### src/rtl/zion_pcl_fetch_responder.sv
// zion_pcl_fetch_responder: issues instruction-memory reads for fetch requests and buffers
// PC-tagged results for decode; a PC-set flush discards all buffered and in-flight work.
module zion_pcl_fetch_responder #(
  parameter int          ADDR_W   = 12,
  parameter int          DEPTH    = 4,
  parameter logic [31:0] NOP_INST = 32'h0000_0013
) (
  input  logic              clk,
  input  logic              rst,
  input  logic              iFetchEn,
  input  logic [31:0]       iPc,
  input  logic              iFlush,
  output logic              oFetchRdy,
  output logic              oMemRdEn,
  output logic [ADDR_W-1:0] oMemAddr,
  input  logic [31:0]       iMemRdData,
  output logic              oInstVld,
  output logic [31:0]       oInst,
  output logic [31:0]       oInstPc,
  output logic              oInstErr,
  input  logic              iDecRdy
);
  localparam int PW = $clog2(DEPTH);
  localparam int CW = PW + 1;
  localparam int OW = CW + 1;
  logic [CW-1:0] count;
  logic [PW-1:0] wrPtr, rdPtr;
  logic          inflightVld, inflightErr;
  logic [31:0]   inflightPc;
  logic [31:0]   instMem [DEPTH];
  logic [31:0]   pcMem [DEPTH];
  logic          errMem [DEPTH];
  logic          accept, push, pop;
  logic [OW-1:0] occ;
  // Readiness counts the in-flight slot so a returning word always has room.
  always_comb begin
    occ       = {1'b0, count} + OW'(inflightVld);
    oFetchRdy = ~rst & (occ < OW'(DEPTH));
    accept    = iFetchEn & oFetchRdy & ~iFlush;
    oMemRdEn  = accept & (iPc[1:0] == 2'b00);
    oMemAddr  = iPc[ADDR_W+1:2];
    push      = inflightVld & ~iFlush;
    oInstVld  = (count != '0) & ~iFlush & ~rst;
    pop       = oInstVld & iDecRdy;
    oInst     = instMem[rdPtr];
    oInstPc   = pcMem[rdPtr];
    oInstErr  = oInstVld & errMem[rdPtr];
  end
  always_ff @(posedge clk) begin
    if (rst || iFlush) begin
      count       <= '0;
      wrPtr       <= '0;
      rdPtr       <= '0;
      inflightVld <= 1'b0;
    end else begin
      count       <= count + CW'(push) - CW'(pop);
      wrPtr       <= wrPtr + PW'(push);
      rdPtr       <= rdPtr + PW'(pop);
      inflightVld <= accept;
      if (accept) begin
        inflightPc  <= iPc;
        inflightErr <= iPc[1:0] != 2'b00;
      end
    end
  end
  always_ff @(posedge clk) begin
    if (push && !rst) begin
      instMem[wrPtr] <= inflightErr ? NOP_INST : iMemRdData;
      pcMem[wrPtr]   <= inflightPc;
      errMem[wrPtr]  <= inflightErr;
    end
  end
endmodule

### config.mk
export PLATFORM = sky130hd
export DESIGN_NAME = zion_pcl_fetch_responder
export DESIGN_NICKNAME = d
export VERILOG_FILES = /design/src/rtl/zion_pcl_fetch_responder.sv
export SDC_FILE = /design/constraint.sdc
export NUM_CORES = 1
export LEC_CHECK = 0
export ABC_AREA = 1
export CORE_ASPECT_RATIO = 1.25
export CORE_MARGIN = 2
export CORE_UTILIZATION = 40
export DETAILED_ROUTE_END_ITERATION = 8
export PLACE_DENSITY_LB_ADDON = 0.2
export SLEW_MARGIN = 40
export SYNTH_ARGS = -nofsm -noshare
export SYNTH_HDL_FRONTEND = slang
export SYNTH_SLANG_ARGS = --single-unit
### constraint.sdc
create_clock -name clk -period 10.53 [get_ports clk]
set_clock_uncertainty 0.15 [all_clocks]
set_input_delay 2.106 -clock clk [delete_from_list [all_inputs] [get_ports clk]]
set_output_delay 2.106 -clock clk [all_outputs]
set_load 0.05 [all_outputs]
==> qor.csv <==
metric,value,unit
Worst-Margin Slew,804,ps
Final Util,50.1,%
antenna-violating nets left,0,
post-CTS setup buffer count,0,
GRT overflow,0,
# resized after CTS,0,
Reg area,8960,um2
endpoint class of the critical path,primary output,
Max Fclk,160,MHz
Final Hold Vio Count,0,
Die Y,197,um
1st-pass router iterations,4,
Ys Warns,0,
Post-Syn Nets,875,
initial antenna violation count,0,
Max Cap Violations,0,
VDD IR max,0.000123,V
# DRC,0,
initial core utilization,40.5,%
Worst setup SP type,input pin,
fillcell total,2544,
port bufs,148,
global placement routability congestion,0.697,
Yosys cell types,29,
CTS tree,done,
slew margin rel.,46.4,%
wire length per cell,17.7,um
Worst-path clk slew,60,ps
vias per cell,4.88,
H-Tree Depth,1,
first-pass GRT wire length,37.0,mm
I/O pin count,149,
final setup fails,0,
power density cells,169,nW/um2
largest cells by area after synthesis,"edfxtp_1 74%, nor2_1 4.6%, o21ai_0 4.3%, o22ai_2 3.2%, nor2_4 2.8%",
ANT cells,0,
CTS Sinks,301,
syn_area_per_cell,14.8,um2
Leakage,4.88,nW
Pins Over Slew Limit,0,
period utilization,59.2,%
vias in the first global route,6714,
kind of critical path,in2out,
largest net degree at the start of global routing,80,
Worst Path Required,8270,ps
Hold Path Class,reg2reg,
hold buffers post-CTS,0,
Pwr Total,2.48,mW
fraction of the yosys area taken by sequential cells,75.5,%
Synth Instances,802,
Worst EP arrival,3980,ps
Detail Placement HPWL,13.0,mm
nets,1013,
Fin Setup TNS,0,ps
Vias,6627,
Root Buffer,clkbuf_16,
Die W,158,um
die area,31100,um2
Clock Tree Buf Depth,3,
WL final,24.1,mm
Post-Syn Area,11900,um2
clk_lat worst skew,540,ps
GR Util All Layers,15.6,%
CORE AREA,29300,um2
Multi-input gate area,2370,um2
row cnt,70,
status,"complete, no violations",
Seq cells post-synth,301,
area added between synthesis and finish,23.5,%
Period minus WS final,6240,ps
cell taking the most area after synthesis,edfxtp_1,
DRT iter0 DRCs,374,
Synth top area share,74.2,%
worst-path fanout max,5,
RSZ-0062 raised after global routing,no,
TritonCTS Buffers,29,
fraction of layout cells with a size suffix above 1,14.3,%
==> through the flow <==
stage / worst slack, ps / instances / area, um2 / hold WS [ps]
after CTS: 4280 / 1357 / 14600 / 345
after floorplan: 2930 / 802 / 11900 / 309
after detailed placement: 4280 / 1304 / 13600 / 328
after global placement: 4260 / 1303 / 13600 / 327
after global routing: 4110 / 1358 / 14600 / 366
final: 4290 / 1358 / 14600 / 340
==> synthesized netlist by cell type <==
master / count
buf_12: 4
xor2_1: 1
o22ai_2: 30
nor2_4: 30
o21ai_1: 22
inv_4: 1
o21bai_1: 1
o21ai_2: 5
or2_1: 4
a21oi_1: 2
edfxtp_1: 293
nor2_1: 144
and2_1: 1
ha_1: 3
o22ai_1: 34
buf_6: 7
inv_2: 2
buf_2: 8
dfxtp_1: 8
fa_1: 1
nor3_1: 5
buf_4: 13
nand2_1: 10
xnor2_1: 2
nand4_1: 1
clkbuf_1: 25
inv_1: 40
nand3_1: 2
o21ai_0: 103
==> cells by family (layout without fill, tap and decap cells) <==
logic type | Yosys count | in the layout | share of synthesized area, %
XOR/XNOR | 3 | 3 | 0.222
adder cells (fa/ha/maj) | 4 | 4 | 0.485
AO/OA/AOI/OAI | 197 | 197 | 10.8
AND/OR/NAND/NOR | 197 | 197 | 8.33
flip-flops | 301 | 301 | 75.5
buffers and inverters | 100 | 260 | 4.67
==> path summary, 6_finish.rpt <==
check,startpoint,to,depth (start not counted),slack (ps)
worst max-delay path,rst,oInstErr,5,4290
worst min-delay path,inflightPc[19]$_DFFE_PP_,pcMem[1][19]$_DFFE_PP_,0,340
worst max register to register,rdPtr[0]$_SDFF_PN0_,rdPtr[0]$_SDFF_PN0_,3,8240
worst min register to register,inflightPc[19]$_DFFE_PP_,pcMem[1][19]$_DFFE_PP_,0,340
==> metal layers <==
layer	vias to the layer above	track usage, %	routed length, um
li1	3187	-	-
met1	3281	20.6	10500
met2	131	26.8	11900
met3	28	2.95	1210
met4	0	4.04	425
met5	-	0	0
==> flip-flops by register name, summed over array words and instances (netlist names) <==
register / cells
rdPtr: 2
inflightVld: 1
pcMem: 128
wrPtr: 2
instMem: 128
inflightErr: 1
inflightPc: 32
count: 3
errMem: 4
==> cell usage in the layout (no fill, tap or decap), types with 3 or more instances in the layout <==
cell type          n
o21ai_0          103
buf_4             13
nor2_4            31
o21ai_1           22
o22ai_1           34
clkinv_2           6
o21ai_2            5
clkdlybuf4s50_1  148
bufinv_16          5
clkbuf_8           3
edfxtp_1         293
ha_1               3
nor2_1           143
dfxtp_1            6
or2_1              4
inv_1             40
clkinv_1           3
clkbuf_16         29
nand2_1           10
nor3_2             4
clkbuf_1           3
o22ai_2           30
==> cell type report <==
type	count	area share, %
clock buffer	35	5.32
clock inverter	18	1.54
sequential	301	61.2
tap	396	3.38
inverter	43	1.14
timing repair buffer	164	11.2
multi-input combinational	401	16.2
==> report_power, final <==
group | leakage [nW] | internal [mW] | switching, mW
Combinational | 1.67 | 0.0367 | 0.0443
Sequential | 2.72 | 1.32 | 0.00407
Clock | 0.494 | 0.648 | 0.427
==> worst max-delay path, cell delays in order <==
cell and delay [ps]:
clkdlybuf4s50_1 480, nor2_1 250, nand2_1 170, a21oi_1 150
clkdlybuf4s50_1 810
(Power assumes the default switching activity.)
